File: src/rtl/twotoone_mux_arbiter.sv
// rtl/twotoone_mux_arbiter.sv - round-robin arbiter driving a registered 2:1 mux
// Grants one of two requesters at a time, bounded hold, one idle cycle between grants.
module twotoone_mux_arbiter #(
  parameter int DATA_W   = 8,
  parameter int MAX_HOLD = 4
) (
  input  logic              CLK,
  input  logic              RST,
  input  logic              REQ_A,
  input  logic              REQ_B,
  input  logic              DONE_A,
  input  logic              DONE_B,
  input  logic [DATA_W-1:0] DIN_A,
  input  logic [DATA_W-1:0] DIN_B,
  output logic              GNT_A,
  output logic              GNT_B,
  output logic              S,
  output logic [DATA_W-1:0] Z,
  output logic              Z_VALID,
  output logic              BUSY
);

  localparam int CNT_W = $clog2(MAX_HOLD + 1);
  localparam logic [CNT_W-1:0] HOLD_LAST = CNT_W'(MAX_HOLD - 1);

  localparam logic [1:0] IDLE    = 2'd0;
  localparam logic [1:0] GRANT_A = 2'd1;
  localparam logic [1:0] GRANT_B = 2'd2;

  logic [1:0]       state;
  logic [CNT_W-1:0] hold_cnt;
  logic             last_b;
  logic             release_a;
  logic             release_b;

  // Any of owner-done, owner-drop or last permitted cycle ends the grant.
  assign release_a = DONE_A | ~REQ_A | (hold_cnt == HOLD_LAST);
  assign release_b = DONE_B | ~REQ_B | (hold_cnt == HOLD_LAST);

  always_ff @(posedge CLK) begin
    if (RST) begin
      state    <= IDLE;
      hold_cnt <= '0;
      last_b   <= 1'b1;
      S        <= 1'b0;
      Z        <= '0;
      Z_VALID  <= 1'b0;
    end else begin
      case (state)
        IDLE: begin
          Z_VALID  <= 1'b0;
          hold_cnt <= '0;
          // On a tie the requester that did not own the path last wins.
          if (REQ_A && (!REQ_B || last_b)) begin
            state <= GRANT_A;
            S     <= 1'b0;
          end else if (REQ_B) begin
            state <= GRANT_B;
            S     <= 1'b1;
          end
        end
        GRANT_A: begin
          Z       <= DIN_A;
          Z_VALID <= 1'b1;
          if (release_a) begin
            state    <= IDLE;
            last_b   <= 1'b0;
            hold_cnt <= '0;
          end else begin
            hold_cnt <= hold_cnt + CNT_W'(1);
          end
        end
        GRANT_B: begin
          Z       <= DIN_B;
          Z_VALID <= 1'b1;
          if (release_b) begin
            state    <= IDLE;
            last_b   <= 1'b1;
            hold_cnt <= '0;
          end else begin
            hold_cnt <= hold_cnt + CNT_W'(1);
          end
        end
        default: begin
          state    <= IDLE;
          hold_cnt <= '0;
          Z_VALID  <= 1'b0;
        end
      endcase
    end
  end

  assign GNT_A = (state == GRANT_A);
  assign GNT_B = (state == GRANT_B);
  assign BUSY  = GNT_A | GNT_B;

endmodule

File: config.mk
export PLATFORM = sky130hd
export DESIGN_NAME = twotoone_mux_arbiter
export DESIGN_NICKNAME = d
export VERILOG_FILES = /design/src/rtl/twotoone_mux_arbiter.sv
export SDC_FILE = /design/constraint.sdc
export NUM_CORES = 1
export LEC_CHECK = 0
export CELL_PAD_IN_SITES_DETAIL_PLACEMENT = 1
export CELL_PAD_IN_SITES_GLOBAL_PLACEMENT = 1
export CORE_MARGIN = 2
export CORE_UTILIZATION = 46
export CTS_BUF_LIST = sky130_fd_sc_hd__clkbuf_4
export DETAILED_ROUTE_END_ITERATION = 8
export DONT_BUFFER_PORTS = 1
export PLACE_DENSITY = 0.82
export SYNTH_ARGS = -nofsm -noshare
export SYNTH_HDL_FRONTEND = slang
export SYNTH_SLANG_ARGS = --single-unit
File: constraint.sdc
create_clock -name CLK -period 2.05 [get_ports CLK]
set_input_delay 0.41 -clock CLK [delete_from_list [all_inputs] [get_ports CLK]]
set_output_delay 0.41 -clock CLK [all_outputs]
set_load 0.05 [all_outputs]
==> key figures, run 1 <==
Cells and area
  • Fillers: approximately 180
  • Layout area overhead: 6.38%
  • Commonest non-fill, non-tap cells in the layout: dfxtp_1, nor2_1, a211oi_1, mux2i_1, inv_1
  • Share of cells above drive strength 1: 0.101
  • Most common cell after layout, fill and taps aside: dfxtp_1
  • # diodes: 0
  • Final #Nets: roughly 110

Yosys
  • Synth Area per Inst: 9.81 um2
  • Mapped Nets: a little over 100
  • Leading area contributor after synthesis: dfxtp_1
  • Unique masters post-synth: 22
  • Cell Area, Synth: ~750 um2
  • Area share of the largest cell type after synthesis: 0.430
  • Gate Count Post-Synth: 76
  • YS warnings: 0
  • Top post-synthesis cells by area: dfxtp_1, mux2i_1, a211oi_1
  • Seq cells post-synth: 16
  • Register area share after synthesis: 0.430

Die
  • I/O pin cnt: 35
  • Die Wd: ~44 um
  • Starting Density: 0.495
  • Rows: 14
  • Core region area: between 1500 and 2000 um2
  • Die H: 44.3 um
  • Die Area: roughly 2000 um2

Global route
  • GRT Total Usage: 0.185
  • Overflow after GRT: 0
  • Vias in the first global route: approximately 600
  • Largest net degree at the start of global routing: 16
  • Initial antenna violation count: 0
  • First-pass GRT wire length: 2.64 mm

STA
  • Layout Skew: slightly below 0.0009 ns
  • Worst hold slack: about 0.2 ns
  • Slew @ Worst Pin: 0.536 ns
  • Setup Viol. Count Final: 0
  • Final period util: 0.891
  • Fin. Hold Viols: 0
  • Fin. max-slew vios: 0
  • RSZ-0062 raised after global routing: false
  • Relative slew slack: 0.642
  • Max frequency: around 550 MHz
  • Minimum clock period: about 1.8 ns
  • Setup TNS: 0 ns

Clock tree
  • CTS tree: built
  • Hold Buf Count CTS: 0
  • Clk root buf: clkbuf_4
  • Cts repair resizes: 0
  • CTS H-tree depth: 1
  • Clock buffer depth: 2
  • Post-CTS Setup Inserts: 0
  • Clk slew on worst S/H paths: ~0.080 ns
  • CTS Sinks: 16
  • Clock Latency Late Sink: 0.27 ns
  • TritonCTS Buffers: 3

Setup path
  • Worst r2r dst: last_b
  • Required @ worst endpoint: 1.64 ns
  • Critical-path top delay cell: ha_1
  • R2r worst-path depth: 5
  • Crit path depth: 3
  • Critical Path Start Type: flop
  • R2r setup slk: roughly 0.4 ns
  • Beginning of the worst register-to-register path: state[1]
  • CP Class: flop to primary output
  • Worst-path maximum fanout: 9
  • Setup crit end: BUSY
  • CP cell instances: inv_1, ha_1, buf_4
  • Crit path capture type: primary output
  • Critical path startpoint: state[1]
  • Number of buffers and inverters on the critical path: 2
  • Data arrival, critical path: roughly 1.4 ns
  • Crit path max-delay family: adder cells
  • Max incr delay on CP: 0.43 ns

Power
  • Peak VDD IR: 0.000626 V
  • P_leak: ~0.00032 uW
  • Power Dens Cells: approximately 1100 nW/um2

Drt
  • Vias: ~560
  • WL per Instance: approximately 16 um
  • DRT iter0 DRCs: 4
  • DR DRC count: 0
  • Initial DRT Pass Iterations: 2
  • Total Wirelength: between 1.5 and 2 mm
  • ANT nets after route: 0
  • Post-DR vias/cell: about 5.9

Placed design
  • # port buffers: 0
  • Final GP Congestion: between 0.8 and 0.9
  • Post-DP HPWL: 1.25 mm

Job
  • Max-cap violations: 0

Hold path
  • HP Class: input port to flop

Run status
  • Status: complete, no violations
[synthesized netlist by cell type]
cell,instances
o31a_1,1
ha_1,5
a211o_1,1
o32ai_1,2
a311o_1,1
mux2i_1,8
inv_1,6
clkbuf_1,1
or2_1,1
nand3_1,1
and3_1,1
a21oi_1,1
nor3_1,2
nor2_1,10
buf_2,2
nand2b_1,2
buf_6,1
and4bb_4,1
dfxtp_1,16
and4bb_1,1
nand2_1,3
a211oi_1,9
[kinds of logic after synthesis]
| kind of cell | share of synthesized area |
|---|---|
| compound gates | 0.158 |
| flops | 0.430 |
| simple gates | 0.158 |
| mux | 0.107 |
| buf+inv | 0.0638 |
| fa+ha+maj | 0.0839 |
[routing by layer]
metal	GRT usage	vias to the layer above	part of all wire
met5	0	-	0
met2	0.326	26	0.47
li1	-	278	-
met4	0.0909	0	0.0065
met3	0.0367	2	0.092
met1	0.210	252	0.43
[through the flow]
stage	util	std cells	setup slack (ns)	power (uW)	cell area, um2
floorplan	-	76	0.107	650	746
global placement	0.512	92	0.484	679	771
detailed placement	0.512	92	0.402	690	771
CTS	0.527	95	0.208	846	793
global route	0.527	95	0.107	878	793
finish	0.527	95	0.224	834	793
[how the worst min path moves through the flow]
| stage | slack, ns | depth (start not counted) | start | end |
|---|---|---|---|---|
| floorplan | 0.41 | 1 | hold_cnt[0] | hold_cnt[0] |
| global placement | 0.43 | 1 | hold_cnt[0] | hold_cnt[0] |
| detailed placement | 0.43 | 1 | hold_cnt[0] | hold_cnt[0] |
| CTS | 0.19 | 1 | RST | Z[2] |
| global route | 0.18 | 1 | RST | Z[2] |
| finish | 0.19 | 1 | RST | S |
[where the power goes]
group          total [uW]  internal, uW  switching (uW)
clock network         154          68.0            86.4
logic                 187          74.1             113
registers             492           352             141
[registers in the layout, indices dropped and copies added, names as in the netlist]
| signal | flops |
|---|---|
| last_b | 1 |
| state | 2 |
| hold_cnt | 3 |
| Z | 8 |
| Z_VALID | 1 |
| S | 1 |
[final cells by class]
class / count / area, um2 / share of cell area
multi-input combinational: 50 / 378 / 0.476
sequential: 16 / 320 / 0.404
timing repair buffer: 4 / 30.0 / 0.0379
clock buffer: 3 / 22.5 / 0.0284
inverter: 6 / 22.5 / 0.0284
tap: 16 / 20.0 / 0.0252
[worst reg2reg max path, cell delays in order (launching register included)]
cell and delay (ns):
dfxtp_1 0.37, inv_1 0.08, ha_1 0.43, inv_1 0.07, o31a_1 0.29, a311o_1 0.30
Power figures use the tool's default switching activity.
==> inputs of run 2 (changes only) <==
--- a/config.mk
+++ b/config.mk
@@ -8,11 +8,12 @@
 export CELL_PAD_IN_SITES_DETAIL_PLACEMENT = 1
 export CELL_PAD_IN_SITES_GLOBAL_PLACEMENT = 1
 export CORE_MARGIN = 2
-export CORE_UTILIZATION = 46
+export CORE_UTILIZATION = 49
 export CTS_BUF_LIST = sky130_fd_sc_hd__clkbuf_4
 export DETAILED_ROUTE_END_ITERATION = 8
 export DONT_BUFFER_PORTS = 1
-export PLACE_DENSITY = 0.82
+export PLACE_DENSITY = 0.86
+export SKIP_LAST_GASP = 1
 export SYNTH_ARGS = -nofsm -noshare
 export SYNTH_HDL_FRONTEND = slang
 export SYNTH_SLANG_ARGS = --single-unit
==> constraint.sdc (replaced) <==
create_clock -name CLK -period 2.19 [get_ports CLK]
set_input_delay 0.438 -clock CLK [delete_from_list [all_inputs] [get_ports CLK]]
set_output_delay 0.438 -clock CLK [all_outputs]
set_load 0.05 [all_outputs]
==> run 2 against run 1 <==
  * Clock power is 3% higher
  * Cell area decreased by 0.47%
  * Largest power group unchanged
  * Sequential power is 6.5% lower
  * Combinational power fell by 11%
  * Power down 5.9%
  * Global-route usage up 1.3 points
  * Worst setup slack gained 0.023 ns
  * Largest cell class unchanged
  * Flip-flop and latch count unchanged
  * Utilization up 1.0 points
==> key figures, run 2 (synthesis results as in run 1) <==
STA
  • Layout Skew: 0.000904 ns
  • Relative slew slack: 0.651
  • Fin. Hold Viols: 0
  • Minimum clock period: between 1.5 and 2 ns
  • Worst hold slack: roughly 0.20 ns
  • Max frequency: between 500 and 600 MHz
  • RSZ-0062 raised after global routing: false
  • Final period util: 0.887
  • Slew @ Worst Pin: 0.523 ns
  • Fin. max-slew vios: 0
  • Setup Viol. Count Final: 0
  • Setup TNS: 0 ns

Cells and area
  • # diodes: 0
  • Commonest non-fill, non-tap cells in the layout: dfxtp_1, nor2_1, a211oi_1, mux2i_1, inv_1
  • Register bank with the most flops: Z
  • Top Registers: Z x8, hold_cnt x3, state x2
  • Most common cell after layout, fill and taps aside: dfxtp_1
  • Final non-filler cell total: 95
  • Final #Nets: around 110
  • Share of cells above drive strength 1: 0.0886
  • Layout area overhead: 5.87%
  • Max FFs per register: 8
  • Fillers: about 190

Placed design
  • Final GP Congestion: 0.800
  • Post-DP HPWL: about 1.2 mm
  • Placed insts: 91
  • # port buffers: 0

Clock tree
  • Hold Buf Count CTS: 0
  • Clk root buf: clkbuf_4
  • Cts repair resizes: 0
  • Clock buffer depth: 2
  • Clock Latency Late Sink: 0.29 ns
  • CTS H-tree depth: 1
  • TritonCTS Buffers: 3
  • Clk slew on worst S/H paths: roughly 0.09 ns
  • CTS tree: built
  • Post-CTS Setup Inserts: 0
  • CTS Sinks: 16

Die
  • Core region area: between 1000 and 1500 um2
  • Die Wd: about 43 um
  • Starting Density: 0.507
  • Die Area: 1850 um2
  • Rows: 14
  • Die H: 43.0 um
  • I/O pin cnt: 35

Drt
  • ANT nets after route: 0
  • Post-DR vias/cell: ~6.0
  • DR DRC count: 0
  • Vias: 568
  • WL per Instance: around 16 um
  • DRT iter0 DRCs: 1
  • Total Wirelength: roughly 1.5 mm
  • Initial DRT Pass Iterations: 2

Job
  • Max-cap violations: 0

Power
  • Peak VDD IR: ~0.00061 V
  • P_leak: ~0.00031 uW
  • Total power: 785 uW
  • Power Dens Cells: 994 nW/um2

Setup path
  • Required @ worst endpoint: between 1.5 and 2 ns
  • Critical Path Start Type: flop
  • CP cell instances: inv_1, ha_1, buf_4
  • Worst-path maximum fanout: 11
  • R2r setup slk: 0.53 ns
  • CP Class: flop to primary output
  • Crit path capture type: primary output
  • Max incr delay on CP: 0.45 ns
  • Data arrival, critical path: around 1.5 ns
  • Critical-path top delay cell: ha_1

Global route
  • First-pass GRT wire length: between 2 and 3 mm
  • GRT Total Usage: 0.198
  • Initial antenna violation count: 0
  • Overflow after GRT: 0
  • Largest net degree at the start of global routing: 16
  • Vias in the first global route: roughly 600

Run status
  • Status: complete, no violations

Hold path
  • HP Class: input port to flop
## run 2: cell count changes in the layout (fill, tap and decap cells not counted), sizes merged
cell	change
buf	-1
clkinv	+1
## run 2: area by class of cell
class | instances | area [um2] | area share
Inverter | 6 | 22.5 | 0.0285
Timing Repair Buffer | 3 | 22.5 | 0.0285
Clock inverter | 1 | 3.75 | 0.00475
Tap cell | 16 | 20.0 | 0.0254
Clock buffer | 3 | 22.5 | 0.0285
Sequential cell | 16 | 320 | 0.406
Multi-Input combinational cell | 50 | 378 | 0.479
## run 2: per-layer routing
| metal | vias up | track usage | routed length [um] |
|---|---|---|---|
| li1 | 280 | - | - |
| met1 | 257 | 0.232 | 609 |
| met2 | 27 | 0.312 | 689 |
| met3 | 4 | 0.0596 | 139 |
| met4 | 0 | 0.127 | 47 |
| met5 | - | 0 | 0 |
## run 2: worst paths after layout
check,from,to,depth (start not counted)
worst min-delay path,RST,S,1
worst min register to register,hold_cnt[0],hold_cnt[0],1
worst max register to register,state[1],last_b,5
worst max-delay path,state[1],BUSY,3
## run 2: power breakdown
part           switching (uW)  internal [uW]  total [uW]
logic                     102           64.8         167
clock network            91.7           66.3         158
registers                 131            329         460
## run 2: worst max-delay path: cells and delay by family, from the launching register on
family | cells | cell delay, ns
adder cells (fa/ha/maj) | 1 | 0.45
buffers and inverters | 2 | 0.40
flip-flops | 1 | 0.37
## run 2: per-stage QoR
stage                     cell area (um2)  setup slack, ns  utilization
after global routing                  790            0.133        0.537
after floorplan                       746            0.247            -
after global placement                763            0.582        0.519
after detailed placement              763            0.504        0.519
after CTS                             790            0.223        0.537
final                                 790            0.248        0.537
==> inputs of run 3 (changes only) <==
--- a/config.mk
+++ b/config.mk
@@ -12,6 +12,7 @@
 export CTS_BUF_LIST = sky130_fd_sc_hd__clkbuf_4
 export DETAILED_ROUTE_END_ITERATION = 8
 export DONT_BUFFER_PORTS = 1
+export GPL_TIMING_DRIVEN = 0
 export PLACE_DENSITY = 0.86
 export SKIP_LAST_GASP = 1
 export SYNTH_ARGS = -nofsm -noshare
==> run 3 against run 2 <==
  * Final cell count is 1.1% higher
  * Die area stayed put
  * Critical path depth is 3 higher
  * Power is 0.13% higher
  * Utilization is 0.17 points higher
==> key figures, run 3 (synthesis results as in run 1) <==
STA
  • Setup Viol. Count Final: 0
  • Slew @ Worst Pin: around 0.54 ns
  • Worst hold slack: roughly 0.26 ns
  • RSZ-0062 raised after global routing: false
  • Setup TNS: 0 ns
  • Fin. max-slew vios: 0
  • Fin. Hold Viols: 0
  • Layout Skew: 0.00203 ns
  • Relative slew slack: 0.637
  • Minimum clock period: between 2 and 2.5 ns
  • Final period util: 0.943
  • Max frequency: just under 500 MHz

Clock tree
  • Clock Latency Late Sink: roughly 0.28 ns
  • Hold Buf Count CTS: 0
  • Cts repair resizes: 0
  • CTS H-tree depth: 1
  • Post-CTS Setup Inserts: 0
  • CTS tree: built
  • Clock buffer depth: 2
  • Clk slew on worst S/H paths: 0.09 ns
  • TritonCTS Buffers: 3
  • Clk root buf: clkbuf_4
  • CTS Sinks: 16

Hold path
  • Hold path cells: 1
  • Hold Crit Start: RST
  • HP Class: input port to flop
  • Hold worst-path end: last_b

Global route
  • Vias in the first global route: about 580
  • Largest net degree at the start of global routing: 11
  • First-pass GRT wire length: 2.46 mm
  • GRT Total Usage: 0.178
  • Met3 usage: 0.0766
  • Overflow after GRT: 0
  • Grt peak-use layer: met2
  • Met2 Use GR: 0.288
  • Initial antenna violation count: 0
  • GRT met1 Usage: 0.205

Drt
  • Post-DR vias/cell: roughly 5.8
  • Total Wirelength: approximately 1.5 mm
  • ANT nets after route: 0
  • DRT iter0 DRCs: 10
  • Initial DRT Pass Iterations: 3
  • DR DRC count: 0
  • WL per Instance: 15.4 um
  • Vias: approximately 560

Power
  • Peak VDD IR: 0.000500 V
  • Power Dens Cells: about 1000 nW/um2
  • P_leak: ~0.00031 uW
  • Switching share of power: 0.414
  • Gate power share: 0.218
  • NetSw: 325 uW
  • Clock power share: 0.197
  • Flop pwr share: 0.585
  • Internal: around 460 uW

Cells and area
  • Fillers: approximately 180
  • Share of cells above drive strength 1: 0.0875
  • Top Registers: Z x8, hold_cnt x3, state x2
  • # diodes: 0
  • Register bank with the most flops: Z
  • Commonest non-fill, non-tap cells in the layout: dfxtp_1, nor2_1, a211oi_1, mux2i_1, inv_1
  • Layout area overhead: 6.21%
  • Final #Nets: about 110
  • Max FFs per register: 8
  • Most common cell after layout, fill and taps aside: dfxtp_1

Setup path
  • CP Class: flop to flop
  • Worst-path maximum fanout: 10
  • Worst r2r dst: last_b
  • Beginning of the worst register-to-register path: state[1]
  • Crit path capture type: flop
  • Data arrival, critical path: between 2 and 2.5 ns
  • Required @ worst endpoint: ~2.4 ns
  • R2r setup slk: 0.12 ns
  • Critical Path Start Type: flop
  • R2r worst-path depth: 6

Placed design
  • # port buffers: 0
  • Final GP Congestion: roughly 0.83
  • Post-DP HPWL: between 1 and 1.5 mm

Die
  • Rows: 14
  • Starting Density: 0.507
  • Core region area: around 1500 um2
  • Die Wd: ~43 um
  • Die Area: between 1500 and 2000 um2
  • I/O pin cnt: 35
  • Die H: 43.0 um

Run status
  • Status: complete, no violations

Job
  • Max-cap violations: 0
## run 3: cell types whose count changed in the layout (fill, tap and decap cells not counted), sizes merged
cell / change
clkbuf: +1
## run 3: critical path, stage by stage, from the launching register on
cell and delay, ns:
dfxtp_1 0.37, inv_1 0.07, ha_1 0.57, buf_2 0.30, inv_1 0.06, o31a_1 0.29, a311o_1 0.31
## run 3: power by group through the flow
stage | registers, uW | clock network, uW | logic [uW]
after floorplan | 460 | 0 | 148
after global placement | 466 | 0 | 167
after detailed placement | 468 | 0 | 173
after CTS | 460 | 161 | 173
after global routing | 464 | 176 | 193
final | 459 | 155 | 172
## run 3: final cells by class
class / instances / area [um2] / share of cell area
tap: 16 / 20.0 / 0.0253
buffer: 4 / 25.0 / 0.0316
inverter: 6 / 22.5 / 0.0284
clock buffer: 3 / 22.5 / 0.0284
clock inverter: 1 / 3.75 / 0.00474
sequential: 16 / 320 / 0.404
multi-input combinational: 50 / 378 / 0.477
## run 3: metal layers
metal  vias up  wire [um]
met5         -          0
met4         0          0
met3         0        133
met2        26        696
met1       249        652
li1        281          -
## run 3: worst max-delay path by stage
| stage | start | to | slack, ns | cells past startpoint |
|---|---|---|---|---|
| floorplan | state[1] | last_b | 0.25 | 6 |
| global placement | state[1] | last_b | 0.15 | 6 |
| detailed placement | state[1] | last_b | 0.12 | 6 |
| CTS | state[1] | last_b | 0.11 | 6 |
| global route | state[1] | last_b | 0.0006 | 6 |
| finish | state[1] | last_b | 0.12 | 6 |
## run 3: per-stage QoR
| stage | cells | util | instance area (um2) | power, uW | worst slack, ns |
|---|---|---|---|---|---|
| 2_1_floorplan | 76 | - | 746 | 608 | 0.247 |
| 3_3_place_gp | 92 | 0.520 | 766 | 634 | 0.151 |
| 3_5_place_dp | 92 | 0.520 | 766 | 641 | 0.124 |
| 4_1_cts | 96 | 0.538 | 792 | 794 | 0.109 |
| 5_1_grt | 96 | 0.538 | 792 | 833 | 0.000592 |
| 6_report | 96 | 0.538 | 792 | 786 | 0.125 |
